===== config.mk =====
export PLATFORM = sky130hd
export DESIGN_NAME = load_store_sequencer
export DESIGN_NICKNAME = d
export VERILOG_FILES = /design/src/rtl/load_store_sequencer.sv
export SDC_FILE = /design/constraint.sdc
export NUM_CORES = 1
export LEC_CHECK = 0
export CAP_MARGIN = 0
export CORE_MARGIN = 2
export CORE_UTILIZATION = 46
export CTS_CLUSTER_SIZE = 28
export DETAILED_ROUTE_END_ITERATION = 6
export PLACE_DENSITY = 0.76
export SETUP_SLACK_MARGIN = 0.2
export SYNTH_ARGS = -nofsm -noshare
export SYNTH_HDL_FRONTEND = slang
export SYNTH_SLANG_ARGS = --single-unit

===== constraint.sdc =====
create_clock -name clock -period 15.05 [get_ports clock]
set_input_delay 4.515 -clock clock [delete_from_list [all_inputs] [get_ports clock]]
set_output_delay 4.515 -clock clock [all_outputs]
set_load 0.02 [all_outputs]

===== src/rtl/load_store_sequencer.sv =====
`default_nettype none
//==============================================================================
// Module   : load_store_sequencer
// Brief    : Turns core load/store requests into in-word data memory accesses.
//            Define MISALIGNED_SPLIT_EN to split misaligned half/word requests
//            into byte beats; otherwise they complete with a fault.
// Revision : 1.0 - initial release
//==============================================================================
module load_store_sequencer #(
    parameter int READ_LATENCY = 1
) (
    input  logic        clock,
    input  logic        reset,
    input  logic        req_valid,
    input  logic        read_enable,
    input  logic        write_enable,
    input  logic [2:0]  data_format,
    input  logic [31:0] address,
    input  logic [31:0] write_data,
    output logic        busy,
    output logic        resp_valid,
    output logic        resp_fault,
    output logic [31:0] load_data,
    output logic        mem_read_enable,
    output logic        mem_write_enable,
    output logic [2:0]  mem_data_format,
    output logic [31:0] mem_address,
    output logic [31:0] mem_write_data,
    input  logic [31:0] mem_read_data
);

`ifdef MISALIGNED_SPLIT_EN
    localparam logic c_split_en = 1'b1;
`else
    localparam logic c_split_en = 1'b0;
`endif

    localparam logic [1:0] c_st_idle  = 2'd0;
    localparam logic [1:0] c_st_issue = 2'd1;
    localparam logic [1:0] c_st_wait  = 2'd2;
    localparam logic [1:0] c_st_done  = 2'd3;

    localparam int                 c_cnt_w    = (READ_LATENCY > 1) ? $clog2(READ_LATENCY) : 1;
    localparam logic [c_cnt_w-1:0] c_cnt_last = c_cnt_w'(READ_LATENCY - 1);

    logic [1:0]         r_state;
    logic [1:0]         w_state_next;

    logic               r_is_store;
    logic               r_split;
    logic               r_fault;
    logic [31:0]        r_addr;
    logic [2:0]         r_fmt;
    logic [31:0]        r_wdata;
    logic [1:0]         r_idx;
    logic [1:0]         r_last_idx;
    logic [31:0]        r_acc;
    logic [c_cnt_w-1:0] r_wait_cnt;
    logic [31:0]        r_hold_addr;
    logic [2:0]         r_hold_fmt;
    logic [31:0]        r_hold_wdata;

    logic               w_accept;
    logic               w_fmt_invalid;
    logic               w_misaligned;
    logic               w_last_beat;
    logic               w_wait_done;
    logic [31:0]        w_beat_addr;
    logic [2:0]         w_beat_fmt;
    logic [31:0]        w_beat_wdata;
    logic [31:0]        w_load_result;

    assign w_accept      = (r_state == c_st_idle) && req_valid && (read_enable || write_enable);
    assign w_fmt_invalid = (data_format[1:0] == 2'b11);
    assign w_misaligned  = ((data_format[1:0] == 2'b01) && address[0]) ||
                           ((data_format[1:0] == 2'b10) && (address[1:0] != 2'b00));
    assign w_last_beat   = (r_idx == r_last_idx);
    assign w_wait_done   = (r_wait_cnt == c_cnt_last);

    assign w_beat_addr   = r_addr + {30'd0, r_idx};
    assign w_beat_fmt    = r_split ? 3'b100 : r_fmt;
    assign w_beat_wdata  = r_split ? {24'd0, r_wdata[{r_idx, 3'b000} +: 8]} : r_wdata;

    // Split beats fill the accumulator from zero, so only half loads need extension.
    always_comb begin
        w_load_result = r_acc;
        if (r_split && !r_fmt[1] && !r_fmt[2]) begin
            w_load_result = {{16{r_acc[15]}}, r_acc[15:0]};
        end
    end

    always_ff @(posedge clock or posedge reset) begin
        if (reset) begin
            r_state <= c_st_idle;
        end else begin
            r_state <= w_state_next;
        end
    end

    always_comb begin
        w_state_next     = r_state;
        busy             = 1'b1;
        resp_valid       = 1'b0;
        resp_fault       = 1'b0;
        load_data        = 32'd0;
        mem_read_enable  = 1'b0;
        mem_write_enable = 1'b0;
        mem_address      = r_hold_addr;
        mem_data_format  = r_hold_fmt;
        mem_write_data   = r_hold_wdata;
        case (r_state)
            c_st_idle: begin
                busy = 1'b0;
                if (w_accept) begin
                    if (w_fmt_invalid || (w_misaligned && !c_split_en)) begin
                        w_state_next = c_st_done;
                    end else begin
                        w_state_next = c_st_issue;
                    end
                end
            end
            c_st_issue: begin
                mem_address     = w_beat_addr;
                mem_data_format = w_beat_fmt;
                mem_write_data  = w_beat_wdata;
                if (r_is_store) begin
                    mem_write_enable = 1'b1;
                    if (w_last_beat) begin
                        w_state_next = c_st_done;
                    end
                end else begin
                    mem_read_enable = 1'b1;
                    w_state_next    = c_st_wait;
                end
            end
            c_st_wait: begin
                mem_address     = w_beat_addr;
                mem_data_format = w_beat_fmt;
                mem_write_data  = w_beat_wdata;
                mem_read_enable = 1'b1;
                if (w_wait_done) begin
                    w_state_next = w_last_beat ? c_st_done : c_st_issue;
                end
            end
            default: begin
                resp_valid   = 1'b1;
                resp_fault   = r_fault;
                w_state_next = c_st_idle;
                if (!r_is_store && !r_fault) begin
                    load_data = w_load_result;
                end
            end
        endcase
    end

    always_ff @(posedge clock or posedge reset) begin
        if (reset) begin
            r_is_store   <= 1'b0;
            r_split      <= 1'b0;
            r_fault      <= 1'b0;
            r_addr       <= 32'd0;
            r_fmt        <= 3'd0;
            r_wdata      <= 32'd0;
            r_idx        <= 2'd0;
            r_last_idx   <= 2'd0;
            r_acc        <= 32'd0;
            r_wait_cnt   <= '0;
            r_hold_addr  <= 32'd0;
            r_hold_fmt   <= 3'd0;
            r_hold_wdata <= 32'd0;
        end else begin
            case (r_state)
                c_st_idle: begin
                    if (w_accept) begin
                        r_is_store <= write_enable;
                        r_addr     <= address;
                        r_fmt      <= data_format;
                        r_wdata    <= write_data;
                        r_split    <= w_misaligned && c_split_en;
                        r_fault    <= w_fmt_invalid || (w_misaligned && !c_split_en);
                        r_last_idx <= (w_misaligned && c_split_en) ?
                                      (data_format[1] ? 2'd3 : 2'd1) : 2'd0;
                        r_acc      <= 32'd0;
                        r_idx      <= 2'd0;
                        r_wait_cnt <= '0;
                    end
                end
                c_st_issue: begin
                    r_hold_addr  <= w_beat_addr;
                    r_hold_fmt   <= w_beat_fmt;
                    r_hold_wdata <= w_beat_wdata;
                    r_wait_cnt   <= '0;
                    if (r_is_store && !w_last_beat) begin
                        r_idx <= r_idx + 2'd1;
                    end
                end
                c_st_wait: begin
                    if (w_wait_done) begin
                        if (r_split) begin
                            r_acc[{r_idx, 3'b000} +: 8] <= mem_read_data[7:0];
                        end else begin
                            r_acc <= mem_read_data;
                        end
                        if (!w_last_beat) begin
                            r_idx <= r_idx + 2'd1;
                        end
                    end else begin
                        r_wait_cnt <= r_wait_cnt + 1'b1;
                    end
                end
                default: begin
                end
            endcase
        end
    end

endmodule
`default_nettype wire


# Word-level counts from Yosys, hierarchy flattened
# Index checks and enable logic that the tools add are counted.
# word_totals
in_bits	104
register_bits	173
word_cells	79
out_inout_bits	104
# op_classes
addsub	3
mux	30
eq_ne	10
reduce_logical	24
# op_table
cell	count
2-to-1 mux 32 bit	6
one-hot mux 32 bit (2 select lines)	1
adder 32 x 2 -> 32 bit	1
2-to-1 mux 2 bit	10
one-hot mux 2 bit (3 select lines)	2
2-to-1 mux 1 bit	8
!= test 2 bit, second input constant	4
== test 2 bit, second input constant	3
logical AND 1 bit	6
AND reduction 3 bit	2
AND reduction 5 bit	1
== test 2 x 1 -> 1 bit, second input constant	2
zero test 2 bit	2
AND reduction 2 bit	2
nonzero test 2 bit	2
zero test 1 bit	3
logical OR 1 bit	3
2-to-1 mux 3 bit	1
!= test 3 bit, second input constant	1
one-hot mux 1 bit (3 select lines)	1
nonzero test 3 bit	1
OR reduction 3 bit	1
adder 2 x 1 -> 2 bit, second input constant	1
one-hot mux 1 bit (2 select lines)	1
other kinds (2)	2

# Logic depth before layout (Yosys ltp)
# depth
depth_word	7
ltp_mapped	8
mapped_depth_nobuf	7

# Worst setup path before layout
# No wires, ideal clock.
# synth_timing
path_kind	reg2out
start	register r_idx[0]
end	output mem_address[26]
stages_incl_launch_ff	8
n_path_buf	0
required_ns	10.535
slack_ns	8.473
arrival_time_ns	2.062
cell_sequence	dfrtp_1 > ha_1 > inv_1 > fa_1 > nor4_2 > nand4_1 > xor2_1 > a21oi_1
# synth_via
elab_chain_cells	2
# synth_lines
item	line_no	rtl
start: declaration	55	logic [1:0] r_idx;
start signal: assignment	194	r_idx <= r_idx + 2'd1;
start signal: assignment	205	r_idx <= r_idx + 2'd1;
adder 32 x 2 -> 32 bit	80	assign w_beat_addr = r_addr + {30'd0, r_idx};
2-to-1 mux 32 bit	111	case (r_state)
end: declaration	27	output logic [31:0] mem_address,
# No other way between the ends.

# Worst setup path after layout
# layout_timing
start	register r_idx[1]
end	output mem_address[29]
# The elaborated chain is that of the path after synthesis.

==> results.ini <==
[outcome]
status = finished clean

[detailed_routing]
first_iter_violations = 307
routed_wirelength_um = 18800
firstDrtPassIters = 5
routedWlPerCell_um = 17.1
vias_per_cell = 5.26
drtAntennaViolNets = 0
num_vias = 5797
drc = 0

[place]
dp_hpwl_um = 12100
gp_congestion = 0.795
place_inst = 1070
io_buffer_count = 207

[critical_path]
cp.required_ps = 10540
critical-path-top-delay-family = simple AND/OR/NAND/NOR gates
crit_fanout = 6
rrSetupSlack_ps = 12480
r2r_cells = 8
cp-start-kind = flip-flop
cp_data_arrival_time_ps = 3280
cp_num_buf_inv = 1
r2r-start = r_state[0]
cpPeakStageDelay_ps = 670
critPathCaptureType = output port
worstPathCellList = ha_1, a21oi_1, nor3_2, nand3_1, or3_1, a31oi_1, clkdlybuf4s50_1
crit_path_top_delay_cell = clkdlybuf4s50_1
timing_worst_setup_path_type = reg -> out
regToRegEndpoint = r_acc[19]

[global_routing]
grt_pass1_wl_um = 29800
globalRouteOverflowTotal = 0
antenna_found_initial = 0
grt_pass1_vias = 5765
grt.total_usage_pct = 20.5
grt_max_degree = 118

[synthesis]
synthFlopType = dfrtp_1
synth-seq-area-share_pct = 53.4
synthSimpleGateAreaFrac_pct = 11.2
synth-xor-area-share_pct = 3.04
synth_fa_ha_area_share_pct = 1.34
synth_compound_gate_area_share_pct = 8.59
netlist_instances = 674
ys_warn_count = 0
synth_cell_types = 47
yosysTopAreaCell = dfrtp_1
mappedNetlistArea_um2 = 8060
synth-edff-count = 0
avgSynthCellArea_um2 = 12.0
synth_top_family_by_area = multiplexers
synth.top_cell.area_share_pct = 53.4
ys_async_sr_fraction_pct = 100
synthMuxAreaShare_pct = 19.8
syn_nets = 786
yosys-top-cells-area = dfrtp_1 (53%), mux2_2 (20%), a21oi_1 (3.7%)
synth_seq_cells = 172

[layout]
fin_cells = 1102
syn2layout_area_growth_pct = 36.4
n_fill_cell = 1348
num_antenna_cells = 0
nets = 976
drive_gt1_share_pct = 22.8

[flow_run]
maxCapViolCount = 0

[die]
io_pins = 208
fp.dieW_um = 136
rows = 48
dieArea_um2 = 18600
die_h_um = 136
core_um2 = 17200
start_util_pct = 46.8

[clocking]
post_cts_resize_count = 0
cts.path.max_buffers = 2
numCtsBuffers = 17
clockRootBuffer = clkbuf_16
clock_latency_ps = 420
clkSinkCount = 172
cts.clk_slew.worst_paths_ps = 70
post_cts_buffers = 0
cts-hold-fix-buffers = 0
ctsHtreeMaxLevel = 4
cts_tree = yes

[pwr]
irDropWorstVdd_mv = 0.202
powerDensity_nw_per_um2 = 265
p_leak_uw = 0.00453

[timing]
maxSlewViolCount = 0
final-setup-viol-count = 0
finalCritPeriodShare_pct = 51.8
max_slew_margin_pct = 23.7
rsz0062_at_grt = false
period_minus_slack_ps = 7790
final_hold_viol_count = 0
fin_setup_tns_ps = 0
clock-skew-final_ps = 9.43
max_clock_freq_mhz = 128
worst_slew_pin_slew_ps = 1140

[hold_path]
holdCritStartpoint = r_acc[16]
hold-path-endpoint = r_acc[16]
hold_class = reg -> reg
hold_depth = 1

-- kinds of logic after synthesis --
group	Yosys count
and+or+nand+nor	164
xor gates and xnor gates	28
DFF	172
AOI/OAI and AO/OA	109
buffers and inverters	51
muxes	142
adders and majority gates	8
-- registers in the layout (all words and copies together), names as in the netlist --
name          cells
r_acc            32
r_addr           32
r_hold_addr      32
r_hold_wdata     32
r_wdata          32
r_fmt             3
r_hold_fmt        3
r_idx             2
r_state           2
r_fault           1
r_is_store        1
-- worst max-delay path by stage --
| stage | slack, ps | cells after the start | startpoint | to |
|---|---|---|---|---|
| after detailed placement | 7710 | 7 | r_idx[1] | mem_address[29] |
| after CTS | 7220 | 7 | r_idx[1] | mem_address[29] |
| after global routing | 7060 | 7 | r_idx[1] | mem_address[29] |
| final | 7260 | 7 | r_idx[1] | mem_address[29] |
| after floorplan | 5870 | 1 | reset | r_acc[0] |
| after global placement | 7720 | 7 | r_addr[1] | mem_address[29] |
-- where the power goes --
group	internal, µW	leakage, µW	switching (µW)
clock	299	0.000326	194
combinational	787	0.00215	790
sequential	692	0.00206	154
total	1780	0.00453	1140
-- layout by cell type, fill, tap and decap left out, drive strengths merged --
master and instances:
clkdlybuf4s50 207, dfrtp 172, mux2 142, nor2 63, a21oi 60, and2 37, a22o 32, xor2 23
clkbuf 17, nand2 17, inv 14, nand4 13, nand3 10, ha 7, buf 6, and3 6
o21ai 6, xnor2 5, bufinv 5, and4 5, clkinv 5, a31oi 4, nor3 3, nor4 3
nor2b 2, or3 2, o21a 2, o31ai 2, nor4b 1, o211ai 1, a21boi 1, nor3b 1
o22ai 1, nand3b 1, fa 1
-- metrics by stage --
step           util [%]  cell area, µm²  worst slack [ps]  hold slack (ps)  power, µW
2_1_floorplan         -            8060              5870              464       1810
3_3_place_gp       60.0           10300              7720              479       2400
3_5_place_dp       60.0           10300              7710              483       2430
4_1_cts            63.8           11000              7220              502       2940
5_1_grt            63.8           11000              7060              511       3090
6_report           63.8           11000              7260              496       2920
-- per-layer routing --
layer	vias up	share of wire [%]	track usage [%]
li1	2759	-	-
met1	2850	44	27.0
met2	164	47	31.7
met3	24	7.5	7.01
met4	0	1.6	7.29
met5	-	0	0
-- layout make-up --
cell class / count / area (µm²) / area share, %
flip-flops and latches: 172 / 4300 / 39.1
clock buffers: 17 / 425 / 3.87
inverters: 9 / 38.8 / 0.353
repair buffers: 213 / 2120 / 19.3
well taps: 225 / 282 / 2.56
clock inverters: 15 / 235 / 2.14
multi-input cells: 451 / 3590 / 32.7
-- synth_stat cells (4+ instances only) --
library cell and n:
a31oi_1 4, mux2_2 142, clkbuf_1 36, nor2_1 63, and3_1 4, o21ai_0 4
nand3_1 7, xor2_1 23, nand4_1 13, and2_1 35, a22o_1 32, dfrtp_1 172
a21oi_1 60, inv_1 9, ha_1 7, xnor2_1 5, nand2_1 16
Note: power is estimated with default switching activity, not from simulation.
